--- src/rtl/addsub_div_seq.sv ---
// ============================================================================
// addsub_div_seq
// ----------------------------------------------------------------------------
// Sequential restoring divider. It is built around one shared adder/subtractor
// that stays in subtract mode and produces one quotient bit per clock. A start
// pulse launches an operation, and the results stay in registers until the next
// accepted start.
//
// Optional feature macro: ADDSUB_DIV_SIGNED_EN
//   defined   : operands are two's complement. The quotient truncates toward
//               zero and the remainder takes the sign of the dividend.
//   undefined : unsigned only. No sign logic is built.
//
// Ports
//   clk          in   1      rising-edge clock
//   rst          in   1      synchronous, active-high reset
//   start        in   1      request; sampled only in IDLE or DONE
//   dividend     in   WIDTH  numerator, captured on the accepted start edge
//   divisor      in   WIDTH  denominator, captured on the accepted start edge
//   busy         out  1      high while iterating (RUN)
//   done         out  1      high for the single cycle spent in DONE
//   quotient     out  WIDTH  registered result
//   remainder    out  WIDTH  registered result
//   div_by_zero  out  1      registered flag, updated with quotient/remainder
//
// Also contains adder_subtractor_8bits, a ripple-carry adder/subtractor. Its
// width is set by a parameter, even though the name says 8 bits.
// ============================================================================

// ----------------------------------------------------------------------------
// adder_subtractor_8bits
//   a, b  : operands
//   k     : 0 = add, 1 = subtract (a + ~b + 1)
//   sum   : result
//   cout  : carry out. In subtract mode it is 1 when a >= b (no borrow).
// ----------------------------------------------------------------------------
module adder_subtractor_8bits #(
   parameter int WIDTH = 8
) (
   input  logic [WIDTH-1:0] a,
   input  logic [WIDTH-1:0] b,
   input  logic             k,
   output logic [WIDTH-1:0] sum,
   output logic             cout
);
   logic [WIDTH:0]   carry;
   logic [WIDTH-1:0] b_x;

   // k doubles as the carry-in, which completes the two's complement of b.
   assign carry[0] = k;

   generate
      for (genvar gi = 0; gi < WIDTH; gi++) begin : g_bit
         assign b_x[gi]       = b[gi] ^ k;
         assign sum[gi]       = a[gi] ^ b_x[gi] ^ carry[gi];
         assign carry[gi + 1] = (a[gi] & b_x[gi]) | (carry[gi] & (a[gi] ^ b_x[gi]));
      end
   endgenerate

   assign cout = carry[WIDTH];
endmodule

// ----------------------------------------------------------------------------
module addsub_div_seq #(
   parameter int WIDTH = 8
) (
   input  logic             clk,
   input  logic             rst,
   input  logic             start,
   input  logic [WIDTH-1:0] dividend,
   input  logic [WIDTH-1:0] divisor,
   output logic             busy,
   output logic             done,
   output logic [WIDTH-1:0] quotient,
   output logic [WIDTH-1:0] remainder,
   output logic             div_by_zero
);
   localparam int CNT_W = $clog2(WIDTH + 1);

   typedef enum logic [1:0] {
      IDLE = 2'd0,
      RUN  = 2'd1,
      DONE = 2'd2
   } state_t;

   state_t           state_reg;
   logic [WIDTH-1:0] q_reg;          // dividend shifting out / quotient shifting in
   logic [WIDTH-1:0] d_reg;          // captured divisor (magnitude)
   logic [WIDTH-1:0] r_reg;          // partial remainder
   logic [CNT_W-1:0] cnt_reg;        // iterations left
   logic [WIDTH-1:0] quotient_reg;
   logic [WIDTH-1:0] remainder_reg;
   logic             div_by_zero_reg;

   // ---------------------------------------------------------------------
   // One restoring step. The shifted remainder is WIDTH+1 bits wide:
   // {carry_hi, shift_rem}. If carry_hi is set, that value is at least 2^W,
   // so it always exceeds the divisor. In that case the modulo-2^W
   // difference is still the exact (and smaller) result.
   // ---------------------------------------------------------------------
   logic [WIDTH-1:0] shift_rem;
   logic             carry_hi;
   logic [WIDTH-1:0] diff;
   logic             cout;
   logic             take_sub;
   logic [WIDTH-1:0] q_next;
   logic [WIDTH-1:0] r_next;

   assign shift_rem = {r_reg[WIDTH-2:0], q_reg[WIDTH-1]};
   assign carry_hi  = r_reg[WIDTH-1];

   adder_subtractor_8bits #(.WIDTH(WIDTH)) u_addsub (
      .a    (shift_rem),
      .b    (d_reg),
      .k    (1'b1),
      .sum  (diff),
      .cout (cout)
   );

   assign take_sub = carry_hi | cout;
   assign r_next   = take_sub ? diff : shift_rem;
   assign q_next   = {q_reg[WIDTH-2:0], take_sub};

   // ---------------------------------------------------------------------
   // Operand conditioning and result sign fix-up
   // ---------------------------------------------------------------------
   logic [WIDTH-1:0] dividend_mag;
   logic [WIDTH-1:0] divisor_mag;
   logic [WIDTH-1:0] q_final;
   logic [WIDTH-1:0] r_final;

`ifdef ADDSUB_DIV_SIGNED_EN
   logic q_neg_reg;                  // quotient must be negated at DONE entry
   logic r_neg_reg;                  // remainder must be negated at DONE entry

   // -(-2^(W-1)) wraps back to 2^(W-1). Read as unsigned, that is still the
   // correct magnitude.
   assign dividend_mag = dividend[WIDTH-1] ? -dividend : dividend;
   assign divisor_mag  = divisor[WIDTH-1]  ? -divisor  : divisor;
   assign q_final      = q_neg_reg ? -q_next : q_next;
   assign r_final      = r_neg_reg ? -r_next : r_next;
`else
   assign dividend_mag = dividend;
   assign divisor_mag  = divisor;
   assign q_final      = q_next;
   assign r_final      = r_next;
`endif

   // ---------------------------------------------------------------------
   // Control FSM and datapath registers
   // ---------------------------------------------------------------------
   always_ff @(posedge clk) begin
      if (rst) begin
         state_reg       <= IDLE;
         q_reg           <= '0;
         d_reg           <= '0;
         r_reg           <= '0;
         cnt_reg         <= '0;
         quotient_reg    <= '0;
         remainder_reg   <= '0;
         div_by_zero_reg <= 1'b0;
`ifdef ADDSUB_DIV_SIGNED_EN
         q_neg_reg       <= 1'b0;
         r_neg_reg       <= 1'b0;
`endif
      end else begin
         case (state_reg)
            IDLE, DONE: begin
               if (start) begin
                  q_reg   <= dividend_mag;
                  d_reg   <= divisor_mag;
                  r_reg   <= '0;
                  cnt_reg <= CNT_W'(WIDTH);
`ifdef ADDSUB_DIV_SIGNED_EN
                  q_neg_reg <= dividend[WIDTH-1] ^ divisor[WIDTH-1];
                  r_neg_reg <= dividend[WIDTH-1];
`endif
                  if (divisor != '0) begin
                     state_reg <= RUN;
                  end else begin
                     // Divide by zero: finish at once and report the raw
                     // dividend as the remainder.
                     state_reg       <= DONE;
                     quotient_reg    <= '1;
                     remainder_reg   <= dividend;
                     div_by_zero_reg <= 1'b1;
                  end
               end else if (state_reg == DONE) begin
                  state_reg <= IDLE;
               end
            end

            RUN: begin
               // A start pulse here is ignored on purpose.
               q_reg   <= q_next;
               r_reg   <= r_next;
               cnt_reg <= cnt_reg - 1'b1;
               if (cnt_reg == CNT_W'(1)) begin
                  state_reg       <= DONE;
                  quotient_reg    <= q_final;
                  remainder_reg   <= r_final;
                  div_by_zero_reg <= 1'b0;
               end
            end

            default: state_reg <= IDLE;
         endcase
      end
   end

   assign busy        = (state_reg == RUN);
   assign done        = (state_reg == DONE);
   assign quotient    = quotient_reg;
   assign remainder   = remainder_reg;
   assign div_by_zero = div_by_zero_reg;

endmodule
--- config.mk ---
export PLATFORM = sky130hd
export DESIGN_NAME = addsub_div_seq
export DESIGN_NICKNAME = d
export VERILOG_FILES = /design/src/rtl/addsub_div_seq.sv
export SDC_FILE = /design/constraint.sdc
export NUM_CORES = 1
export LEC_CHECK = 0
export ABC_AREA = 0
export BUFFER_PORTS_ARGS = -buffer_cell sky130_fd_sc_hd__buf_4
export CAP_MARGIN = 20
export CORE_ASPECT_RATIO = 1.4
export CORE_MARGIN = 3
export CORE_UTILIZATION = 38
export CTS_CLUSTER_DIAMETER = 40
export CTS_CLUSTER_SIZE = 16
export DETAILED_ROUTE_END_ITERATION = 16
export PLACE_DENSITY_LB_ADDON = 0.08
export SETUP_SLACK_MARGIN = 0.5
export SLEW_MARGIN = 10
export SYNTH_ARGS = -nofsm -noshare
export SYNTH_HDL_FRONTEND = slang
export SYNTH_SLANG_ARGS = --single-unit
--- constraint.sdc ---
create_clock -name clk -period 11.2 [get_ports clk]
set_input_delay 0.56 -clock clk [delete_from_list [all_inputs] [get_ports clk]]
set_output_delay 0.56 -clock clk [all_outputs]
set_load 0.01 [all_outputs]
==> metrics.cfg, run 1 <==
[outcome]
outcome = finished clean

[clock_tree]
cts_max_path_buffers = 2
cts_tree = yes
cts-buffers-inserted = 5
cts.sinks = 47
clockRootBuffer = clkbuf_8
cts_resized = 0
ctsHtreeMaxLevel = 2
clk_pin_slew_worst_paths_ns = 0.09
cts_hold_buf = 0
post_cts_buffers = 0
clk_latency_ns = 0.30

[worst_setup_path]
end_kind = flip-flop
reg2reg_depth = 13
critPathSlowestCell = nand2b_1
path_depth = 13
required_ns = 11.38
cp_top_family = adder cells
critPathArrivalTime_ns = 4.49
critPathMaxStageDelay_ns = 0.44
startpoint_type = flip-flop
crit_path_max_fanout = 17
path_cells = inv_1 -> ha_1 -> fa_1 -> fa_1 -> fa_1 -> fa_1 -> fa_1 -> fa_1 -> fa_1 -> nand2b_1 -> nand2_1 -> o211ai_1 -> a31oi_2
cp_num_buf_inv = 1
worst_path_most_repeated_cell = fa_1
criticalPathCategory = flip-flop to flip-flop

[layout]
drive_above_1_share = 0.2527
nets = 305
diodes = 0
fin_util = 0.4454
fill_cells = 629
stdcell_area_mm2 = 0.002611
synthToLayoutAreaGrowth_pct = 13.12

[route]
drt_iter0_markers = 110
vias = 1802
drt-total-wl_mm = 5.526
met2_length_mm = 2.751
wl_met3_um = 247
dr.pass1.iters = 4
wl_per_cell_um = 15.93
wl_met1_mm = 2.472
drtAntennaViolNets = 0
drcViolationCount = 0
routed.top_layer = met4
vias_per_cell = 5.193

[yosys]
ys_ff_latch = 47
syn_avg_cell_area_um2 = 9.308
yosys-top-cells-area = dfxtp_1 41%, nand2_1 8.8%, a21oi_1 6.7%
synth_cell_types = 35
synth_area_mm2 = 0.002308
async_flop_share = 0
synth_adder_area_share = 0.07696
syn-num-nets = 277
synth_compound_area_frac = 0.2385
synth_area_leader_cell = dfxtp_1
synth_top_family_by_area = compound AO/OA/AOI/OAI gates
synth_enable_flop_cells = 0
ys_top_cells_by_count = 54 x nand2_1, 47 x dfxtp_1, 31 x a21oi_1, 16 x nor2_1, 12 x inv_1
synth_most_common_cell = nand2_1
netlist.area_leader.share = 0.4076
yosys_warnings = 0
synth-xor-area-share = 0
synthMuxAreaShare = 0
synthSimpleGateAreaFrac = 0.1870
yosysSeqAreaShare = 0.4076
synthCells = 248
ys.flop_type = dfxtp_1

[die]
top_level_ports = 38
core_mm2 = 0.005863
fp.dieH_um = 98.22
row_count = 33
die_x_um = 71.87
start_util = 0.3937
die_area_mm2 = 0.007059

[power]
powerDensity_mw_per_mm2 = 144.5
ir_drop_mv = 0.06407
p_leak_nw = 1.010

[placed_design]
placed_area_mm2 = 0.002530
gp_congestion = 0.8152
hpwl_mm = 3.840
portBuffers = 37
dpl_worst_slack_ns = 6.901

[global_route]
grt_pass1_vias = 1765
grt_use_total = 0.1675
grt_antenna_before_repair = 0
grt_max_degree = 41
grt_pass1_wl_mm = 9.197
grt_overflow = 0

[timing]
fin_crit_sh = 0.3847
rsz0062_at_grt = false
clock-skew-final_ns = 0.009235
relSlewSlack = 0.5066
tns_ns = 0
fmax_ghz = 0.2321
worst_slew_pin_slew_ns = 0.7401
drv_slew = 0
hold_violations = 0
setup_viol = 0
setup_ws_ns = 6.891
layout_min_cycle_time_ns = 4.309

[hold_path]
hold_depth = 1
hold_path_class = flip-flop to flip-flop

[job]
drv_cap = 0

-- stage by stage --
stage / hold slack (ns) / power (W) / cells
5_1_grt: 0.4946 / 0.0004022 / 347
3_5_place_dp: 0.4581 / 0.0002801 / 339
6_report: 0.4753 / 0.0003773 / 347
2_1_floorplan: 0.4312 / 0.0002620 / 248
4_1_cts: 0.4734 / 0.0003816 / 347
3_3_place_gp: 0.4552 / 0.0002792 / 339
-- layout make-up --
cell class | instances | area (µm²) | share of cell area
Multi-Input combinational cell | 170 | 1160 | 0.4442
Sequential cell | 47 | 940.9 | 0.3603
Timing Repair Buffer | 39 | 292.8 | 0.1121
Tap cell | 70 | 87.58 | 0.03354
Clock buffer | 7 | 76.32 | 0.02923
Inverter | 13 | 48.80 | 0.01869
Clock inverter | 1 | 5.005 | 0.001917
-- logic make-up after synthesis --
logic type / Yosys count
adders and majority gates: 10
and+or+nand+nor: 87
DFF: 47
buffers and inverters: 31
AOI/OAI and AO/OA: 73
-- cell usage in the layout (no fill, tap or decap), types with 5 or more instances in the layout --
master    count
a311oi_1      7
clkbuf_8      5
inv_1        12
a21oi_1      31
fa_1          7
o211ai_1      8
nand2_1      54
dfxtp_1      47
a31oi_2       8
o221a_2       6
a21o_1        8
buf_4        39
nor2_1       16
-- worst register-to-register path: cells and delay by family (launching register included) --
family | cells | cell delay [ns]
fa+ha+maj | 8 | 2.92
buf+inv | 1 | 0.06
compound gates | 2 | 0.30
flops | 1 | 0.36
simple gates | 2 | 0.55
-- path summary, 6_finish.rpt --
kind                  end   startpoint  slack, ns
max          remainder[6]     q_reg[7]       6.89
min           quotient[0]  quotient[0]       0.48
max reg2reg  remainder[6]     q_reg[7]       6.89
min reg2reg   quotient[0]  quotient[0]       0.48
-- routing by layer --
layer  vias to the layer above  global-route usage
met5                         -                   0
met4                         0             0.04776
met3                         4             0.03811
met2                        33              0.2812
met1                       854              0.2127
li1                        911                   -
-- report_power, final --
group / internal [W] / switching (W) / total [W]
Sequential: 0.000179 / 0.0000109 / 0.000190
Clock: 0.0000440 / 0.0000579 / 0.000102
Combinational: 0.0000329 / 0.0000522 / 0.0000851
Total: 0.000256 / 0.000121 / 0.000377
Power figures use the tool's default switching activity.
==> run 2: changes to the inputs <==
==> constraint.sdc (replaced) <==
create_clock -name clk -period 3.55 [get_ports clk]
set_input_delay 0.1775 -clock clk [delete_from_list [all_inputs] [get_ports clk]]
set_output_delay 0.1775 -clock clk [all_outputs]
set_load 0.01 [all_outputs]
==> metrics.cfg, run 2 (same netlist as run 1, synthesis figures left out) <==
[outcome]
violations = negative setup slack
outcome = complete, but fails checks

[clock_tree]
clk_latency_ns = 0.30
cts_max_path_buffers = 2
ctsHtreeMaxLevel = 2
post_cts_buffers = 0
clockRootBuffer = clkbuf_8
cts-buffers-inserted = 5
cts.sinks = 47
cts_tree = yes
clk_pin_slew_worst_paths_ns = 0.08

[timing]
relSlewSlack = 0.5274
tns_ns = -0.7394
rsz0062_at_grt = true
setup_ws_ns = -0.08294
worst_slew_pin_slew_ns = 0.7090
layout_min_cycle_time_ns = 3.633
fin_crit_sh = 1.023
drv_slew = 0
hold_violations = 0
fmax_ghz = 0.2753
setup_viol = 17
whs_ns = 0.1486
clock-skew-final_ns = 0.009378

[worst_setup_path]
worst_path_most_repeated_cell = fa_2
rrSetupSlack_ns = -0.08
critPathSlowestCell = fa_2
crit_path_max_fanout = 17
path_cells = inv_2 -> ha_4 -> fa_2 -> fa_2 -> fa_2 -> fa_2 -> fa_2 -> fa_2 -> fa_2 -> nand2b_4 -> buf_12 -> nand2_1 -> o211ai_1 -> a31oi_2
critPathArrivalTime_ns = 3.80
required_ns = 3.72
end_kind = flip-flop
criticalPathCategory = flip-flop to flip-flop
critPathMaxStageDelay_ns = 0.36
startpoint_type = flip-flop

[die]
start_util = 0.3937
die_area_mm2 = 0.007059
top_level_ports = 38
row_count = 33
core_mm2 = 0.005863
fp.dieH_um = 98.22
die_x_um = 71.87

[layout]
stdcell_area_mm2 = 0.002694
nets = 308
final_common_cell = nand2_1
drive_above_1_share = 0.3071
fin_util = 0.4595
synthToLayoutAreaGrowth_pct = 16.69
final_cell_mix = 54 x nand2_1, 46 x dfxtp_1, 41 x buf_4
fill_cells = 602
diodes = 0

[placed_design]
placed_area_mm2 = 0.002596
hpwl_mm = 3.612
portBuffers = 37
dpl_worst_slack_ns = -0.1101
gp_congestion = 0.7238

[power]
powerDensity_mw_per_mm2 = 453.4
p_leak_nw = 1.026
ir_drop_mv = 0.2011

[route]
dr.pass1.iters = 4
wl_per_cell_um = 14.69
drtAntennaViolNets = 0
drt_iter0_markers = 107
drcViolationCount = 0
drt-total-wl_mm = 5.142
vias = 1823
vias_per_cell = 5.209

[hold_path]
hold_path_class = input port to flip-flop

[global_route]
grt_pass1_vias = 1760
grt_overflow = 0
grt_antenna_before_repair = 0
grt_max_degree = 41
grt_use_total = 0.1552
grt_pass1_wl_mm = 8.694

[job]
drv_cap = 0

[run 2: layer usage]
layer	global-route usage	up-vias	part of all wire
met3	0.03090	5	0.041
met2	0.2606	36	0.49
met1	0.1963	865	0.45
met4	0.05210	0	0.014
met5	0	-	0
li1	-	917	-
[run 2: layout make-up]
class,count,area [µm²],area share
Multi-Input combinational cell,170,1202,0.4464
Sequential cell,47,942.2,0.3497
Timing Repair Buffer,42,327.8,0.1217
Tap cell,70,87.58,0.03251
Clock buffer,6,72.57,0.02694
Inverter,13,48.80,0.01811
Clock inverter,2,12.51,0.004645
[run 2: repair_timing]
| item | in CTS | in global routing |
|---|---|---|
| hold buffers | 0 | 0 |
| resized for setup | 1 | 1 |
| pin swaps | 0 | 7 |
| setup endpoints to repair | 18 | 18 |
| hold endpoints to repair | 0 | 0 |
[run 2: path summary, 6_finish.rpt]
kind                                  start            to  depth (start not counted)
worst min register to register  div_by_zero   div_by_zero                          2
worst max register to register     q_reg[7]  remainder[5]                         14
worst max-delay path               q_reg[7]  remainder[5]                         14
worst min-delay path             divisor[6]      d_reg[6]                          3
[run 2: power breakdown]
part,internal [W],total (W),switching [W]
clock,0.000138,0.000317,0.000180
sequential,0.000567,0.000599,0.0000325
combinational,0.000135,0.000305,0.000170
total,0.000839,0.00122,0.000382
[run 2: worst max-delay path, delay by kind of cell, from the launching register on]
| kind | cells | cell delay, ns |
|---|---|---|
| AND/OR/NAND/NOR | 2 | 0.13 |
| AO/OA/AOI/OAI | 2 | 0.27 |
| adder cells (fa/ha/maj) | 8 | 2.57 |
| flip-flops | 1 | 0.35 |
| buffers and inverters | 2 | 0.18 |
[run 2: stage by stage]
| stage | instances | power (W) |
|---|---|---|
| global placement | 342 | 0.0009075 |
| CTS | 350 | 0.001235 |
| floorplan | 248 | 0.0008337 |
| finish | 350 | 0.001221 |
| global route | 350 | 0.001307 |
| detailed placement | 342 | 0.0009121 |
